### config.mk
export PLATFORM = sky130hd
export DESIGN_NAME = i2s_tx_serializer
export DESIGN_NICKNAME = d
export VERILOG_FILES = /design/src/rtl/i2s_tx_serializer.sv
export SDC_FILE = /design/constraint.sdc
export NUM_CORES = 1
export LEC_CHECK = 0
export CAP_MARGIN = 10
export CORE_MARGIN = 4
export CORE_UTILIZATION = 46
export DETAILED_ROUTE_END_ITERATION = 10
export PLACE_DENSITY = 0.67
export SYNTH_ARGS = -nofsm -noshare
export SYNTH_HDL_FRONTEND = slang
export SYNTH_SLANG_ARGS = --single-unit
### constraint.sdc
create_clock -name clk_in -period 5.8 [get_ports clk_in]
set_input_delay 1.16 -clock clk_in [delete_from_list [all_inputs] [get_ports clk_in]]
set_output_delay 1.16 -clock clk_in [all_outputs]
set_load 0.05 [all_outputs]
### src/rtl/i2s_tx_serializer.sv
// I2S transmit serializer: one-deep sample holding buffer feeding a 2*SAMPLE_WIDTH-slot
// frame shifter, advanced by bclk half-period strobes from the upstream clock divider.
module i2s_tx_serializer #(
    parameter int SAMPLE_WIDTH = 16
) (
    input  logic                    clk_in,
    input  logic                    reset,
    input  logic                    bclk_tick,
    input  logic                    enable,
    input  logic                    in_valid,
    input  logic [SAMPLE_WIDTH-1:0] in_left,
    input  logic [SAMPLE_WIDTH-1:0] in_right,
    output logic                    in_ready,
    output logic                    bclk,
    output logic                    lrclk,
    output logic                    sdata,
    output logic                    underflow
);

    localparam int FRAME_BITS = 2 * SAMPLE_WIDTH;
    localparam int SLOT_W     = $clog2(FRAME_BITS);

    localparam logic [SLOT_W-1:0] SLOT_LAST  = SLOT_W'(FRAME_BITS - 1);
    localparam logic [SLOT_W-1:0] SLOT_LOAD  = SLOT_W'(1);
    localparam logic [SLOT_W-1:0] SLOT_RIGHT = SLOT_W'(SAMPLE_WIDTH);

    typedef enum logic {
        IDLE = 1'b0,
        RUN  = 1'b1
    } state_t;

    state_t                  state_reg;
    logic                    hold_valid_reg;
    logic [FRAME_BITS-1:0]   hold_data_reg;
    logic [FRAME_BITS-1:0]   shift_reg;
    logic [SLOT_W-1:0]       slot_reg;
    logic                    bclk_reg;
    logic                    lrclk_reg;
    logic                    sdata_reg;
    logic                    underflow_reg;

    logic [SLOT_W-1:0]       slot_next;
    logic                    accept;
    logic                    load_frame;

    assign in_ready  = ~hold_valid_reg;
    assign accept    = in_valid & ~hold_valid_reg;
    assign slot_next = (slot_reg == SLOT_LAST) ? '0 : slot_reg + SLOT_W'(1);

    // A frame load happens on the falling bclk transition that enters slot 1.
    assign load_frame = (state_reg == RUN) & enable & bclk_tick & bclk_reg
                      & (slot_next == SLOT_LOAD);

    always_ff @(posedge clk_in or negedge reset) begin
        if (!reset) begin
            hold_valid_reg <= 1'b0;
            hold_data_reg  <= '0;
        end else if (accept) begin
            hold_valid_reg <= 1'b1;
            hold_data_reg  <= {in_left, in_right};
        end else if (load_frame) begin
            hold_valid_reg <= 1'b0;
        end
    end

    always_ff @(posedge clk_in or negedge reset) begin
        if (!reset) begin
            state_reg     <= IDLE;
            slot_reg      <= '0;
            shift_reg     <= '0;
            bclk_reg      <= 1'b0;
            lrclk_reg     <= 1'b0;
            sdata_reg     <= 1'b0;
            underflow_reg <= 1'b0;
        end else begin
            underflow_reg <= 1'b0;
            case (state_reg)
                IDLE: begin
                    slot_reg  <= '0;
                    shift_reg <= '0;
                    bclk_reg  <= 1'b0;
                    lrclk_reg <= 1'b0;
                    sdata_reg <= 1'b0;
                    if (enable) begin
                        state_reg <= RUN;
                    end
                end
                RUN: begin
                    if (!enable) begin
                        // Drop the partial frame; the holding buffer is left untouched.
                        state_reg <= IDLE;
                        slot_reg  <= '0;
                        shift_reg <= '0;
                        bclk_reg  <= 1'b0;
                        lrclk_reg <= 1'b0;
                        sdata_reg <= 1'b0;
                    end else if (bclk_tick) begin
                        bclk_reg <= ~bclk_reg;
                        if (bclk_reg) begin
                            slot_reg  <= slot_next;
                            lrclk_reg <= (slot_next >= SLOT_RIGHT);
                            if (slot_next == SLOT_LOAD) begin
                                if (hold_valid_reg) begin
                                    shift_reg <= hold_data_reg;
                                    sdata_reg <= hold_data_reg[FRAME_BITS-1];
                                end else begin
                                    shift_reg     <= '0;
                                    sdata_reg     <= 1'b0;
                                    underflow_reg <= 1'b1;
                                end
                            end else begin
                                shift_reg <= {shift_reg[FRAME_BITS-2:0], 1'b0};
                                sdata_reg <= shift_reg[FRAME_BITS-2];
                            end
                        end
                    end
                end
                default: begin
                    state_reg <= IDLE;
                end
            endcase
        end
    end

    assign bclk      = bclk_reg;
    assign lrclk     = lrclk_reg;
    assign sdata     = sdata_reg;
    assign underflow = underflow_reg;

endmodule
==> run metrics <==
post-cts gate resize count 0; Reg clk slew, reported paths 0.08 ns; class of the most critical hold timing path reg2reg; P&R area growth vs syn 15.8%; CTS HTree Levels 3; average cell area after synthesis 11.1 um2; placeable core region 7850 um2; sort of element at the end of the critical path output pin; fill cell count 725; overall routing resource usage 18.0%; reg-to-reg endpoint shift_reg[4]$_DFFE_PN0P_; Post-synth ARST share 100%; TritonCTS Sinks 74; maximum clock frequency 300 MHz; number of buffers on the longest clock path 2; Root Driver clkbuf_8; RSZ-0062 raised after global routing false; final net count 394; Post-DRT Antenna Nets 0; clock latency of the later-clocked register in the worst-skew pair 0.34 ns; fin crit period 3.34 ns; Synth area leader dfrtp_1; First-pass DRT Iterations 4; slew at the pin with the worst max-slew slack 1.18 ns; netlist area before placement 3750 um2; remaining routing DRC violations 0; final setup vio count 0; cell depth of the worst flop-to-flop path 6; fraction of the cycle the final worst path needs 57.6%; count of state elements after synthesis 74; input/output buffers 41; number of flops mapped to enable cells by yosys 0; Die Width 98.3 um; antenna diode instance count 0; overflow left after global routing 0; Post-Synthesis Cells 339; number of antenna violations at the first check in global routing 0; met3 wirelength from detailed routing 332 um; total nets after synthesis 378; fraction of layout instances using a drive strength above 1 17.3%; row cnt 32; internal reg-to-reg setup slack 3.27 ns; maximum vdd ir drop 167 uV; detailed-routing wirelength on met1 3780 um; vertical die dimension 98.3 um; commonest register cell after synthesis dfrtp_1; Top Ports 42; number of hold-slack violations in the final timing report 0; sort of element at the start of the critical path flip-flop; Post-CTS Setup Bufs 0; number of global-route vias before repair 2949; LEAKAGE 0.00209 uW; wire length reported by the detailed router 8240 um; last weighted congestion value of the routability-driven placer 0.793; number of DRC violations after detailed-routing iteration 0 211; number of unique standard cell types used by synthesis 37; Highest Signal Layer met4; Die Outline Area 9670 um2; CTS tree yes; start of the worst register-to-register path slot_reg[0]$_DFFE_PN0P_; CP startpoint hold_valid_reg$_DFFE_PN0P_; post-detailed-route wirelength per cell 17.9 um; clock buffer count from CTS 9; run status finished, final reports clean; worst-path fanout max 34; worst hold slack across all endpoints 0.483 ns; Post-DP HPWL 4760 um; number of pins with negative max-slew slack in the final report 0; DR vias/cell 6.24; total power density per cell area 273 nW/um2; number of flip-flops in the largest register 32; summed negative setup slack over all endpoints 0 ns; initial standard-cell utilization of the core 47.8%; hold-fix buffers at CTS 0; data required time of the critical path 4.64 ns; share of the synthesized area in the top cell type 49.3%; dominant cells by area after synthesis dfrtp_1 (49%), mux2_2 (9.3%), nand3_1 (8.4%), nor4bb_1 (8.3%), o311ai_1 (7.0%); via count 2875; sequential share of the synthesized area 49.3%; total number of yosys warnings 0; WP data arrival 2.18 ns; kind of critical path reg2out; Relative slew margins 21.1%; wire length of the first global-routing pass 14300 um; Routed met2 length 4050 um; maxcap violations 0; post-route clock skew 0.00844 ns; pin count of the biggest net entering global routing 75; Critical Path Sink in_ready
[routing by layer]
| layer | vias up | global-route usage, % |
|---|---|---|
| met5 | - | 0 |
| met4 | 0 | 6.30 |
| met3 | 6 | 3.93 |
| met2 | 71 | 28.8 |
| met1 | 1430 | 24.4 |
| li1 | 1368 | - |
[cell usage in the layout, fill, tap and decap left out, drive strengths merged]
cell           Yosys  routed
nor4               1       1
inv                1       1
nand3b             1       1
nor3               2       2
clkinv             0       2
nor2b              1       1
xor2               1       1
o211ai             1       1
nor2               4       4
o21a               1       1
a22o               3       3
mux2              33      33
nand4             32      32
and3               2       2
a32o               1       1
clkdlybuf4s50      0      40
buf               13       8
nand3             63      63
clkbuf            30      12
bufinv             0       1
and2               3       3
a21oi              1       1
and4               1       1
or3                1       1
o311ai            31      31
ha                 2       2
a221o              1       1
nand2              1       1
nor4bb            31      31
xnor2              1       1
dfrtp             74      74
o21ai              1       1
or2                1       1
[how the worst min path moves through the flow]
stage	startpoint	end	slack, ns	depth (start not counted)
floorplan	hold_data_reg[3]$_DFFE_PN0P_	hold_data_reg[3]$_DFFE_PN0P_	0.45	1
global placement	hold_data_reg[3]$_DFFE_PN0P_	hold_data_reg[3]$_DFFE_PN0P_	0.46	1
detailed placement	hold_data_reg[3]$_DFFE_PN0P_	hold_data_reg[3]$_DFFE_PN0P_	0.47	1
CTS	hold_data_reg[3]$_DFFE_PN0P_	hold_data_reg[3]$_DFFE_PN0P_	0.48	1
global route	hold_data_reg[3]$_DFFE_PN0P_	hold_data_reg[3]$_DFFE_PN0P_	0.51	1
finish	hold_data_reg[3]$_DFFE_PN0P_	hold_data_reg[3]$_DFFE_PN0P_	0.48	1
[report_power, final]
group	total [uW]	internal, uW	switching (uW)
Sequential	621	588	33.7
Combinational	176	112	64.1
Clock	387	207	180
[cells in the mapped netlist, drive strengths merged (2+ instances only)]
library cell,instances
buf,13
nor4bb,31
nor3,2
clkbuf,30
a22o,3
o311ai,31
ha,2
and2,3
dfrtp,74
nand3,63
and3,2
mux2,33
nor2,4
nand4,32
[area by class of cell]
class                   count  area [um2]  area share, %
flip-flops and latches     74        1850           42.6
clock buffers              12         145           3.34
multi-input cells         221        1720           39.6
repair buffers             48         458           10.5
well taps                 102         128           2.94
clock inverters             3        40.0          0.921
inverters                   1        3.75         0.0864
[critical path: stages, from the launching register on]
cell and delay, ns:
dfrtp_1 0.91, inv_1 0.17, clkdlybuf4s50_1 0.76
[kinds of logic (layout without fill, tap and decap cells)]
family | Yosys count | after routing | synth area share (%)
simple gates | 144 | 144 | 25.0
flops | 74 | 74 | 49.3
buf+inv | 44 | 64 | 5.47
compound gates | 40 | 40 | 9.13
mux | 33 | 33 | 9.90
fa+ha+maj | 2 | 2 | 0.667
xor+xnor | 2 | 2 | 0.467
[per-stage QoR]
stage                     util (%)  worst slack [ns]  cells  total power, uW  cell area (um2)
after floorplan                  -              3.61    339              747             3750
after global placement        53.0              2.45    446              805             4160
after detailed placement      53.0              2.42    446              812             4160
after CTS                     55.4              2.38    461             1200             4350
after global routing          55.4              2.22    461             1250             4350
final                         55.4              2.46    461             1180             4350
Note: power is estimated with default switching activity, not from simulation.
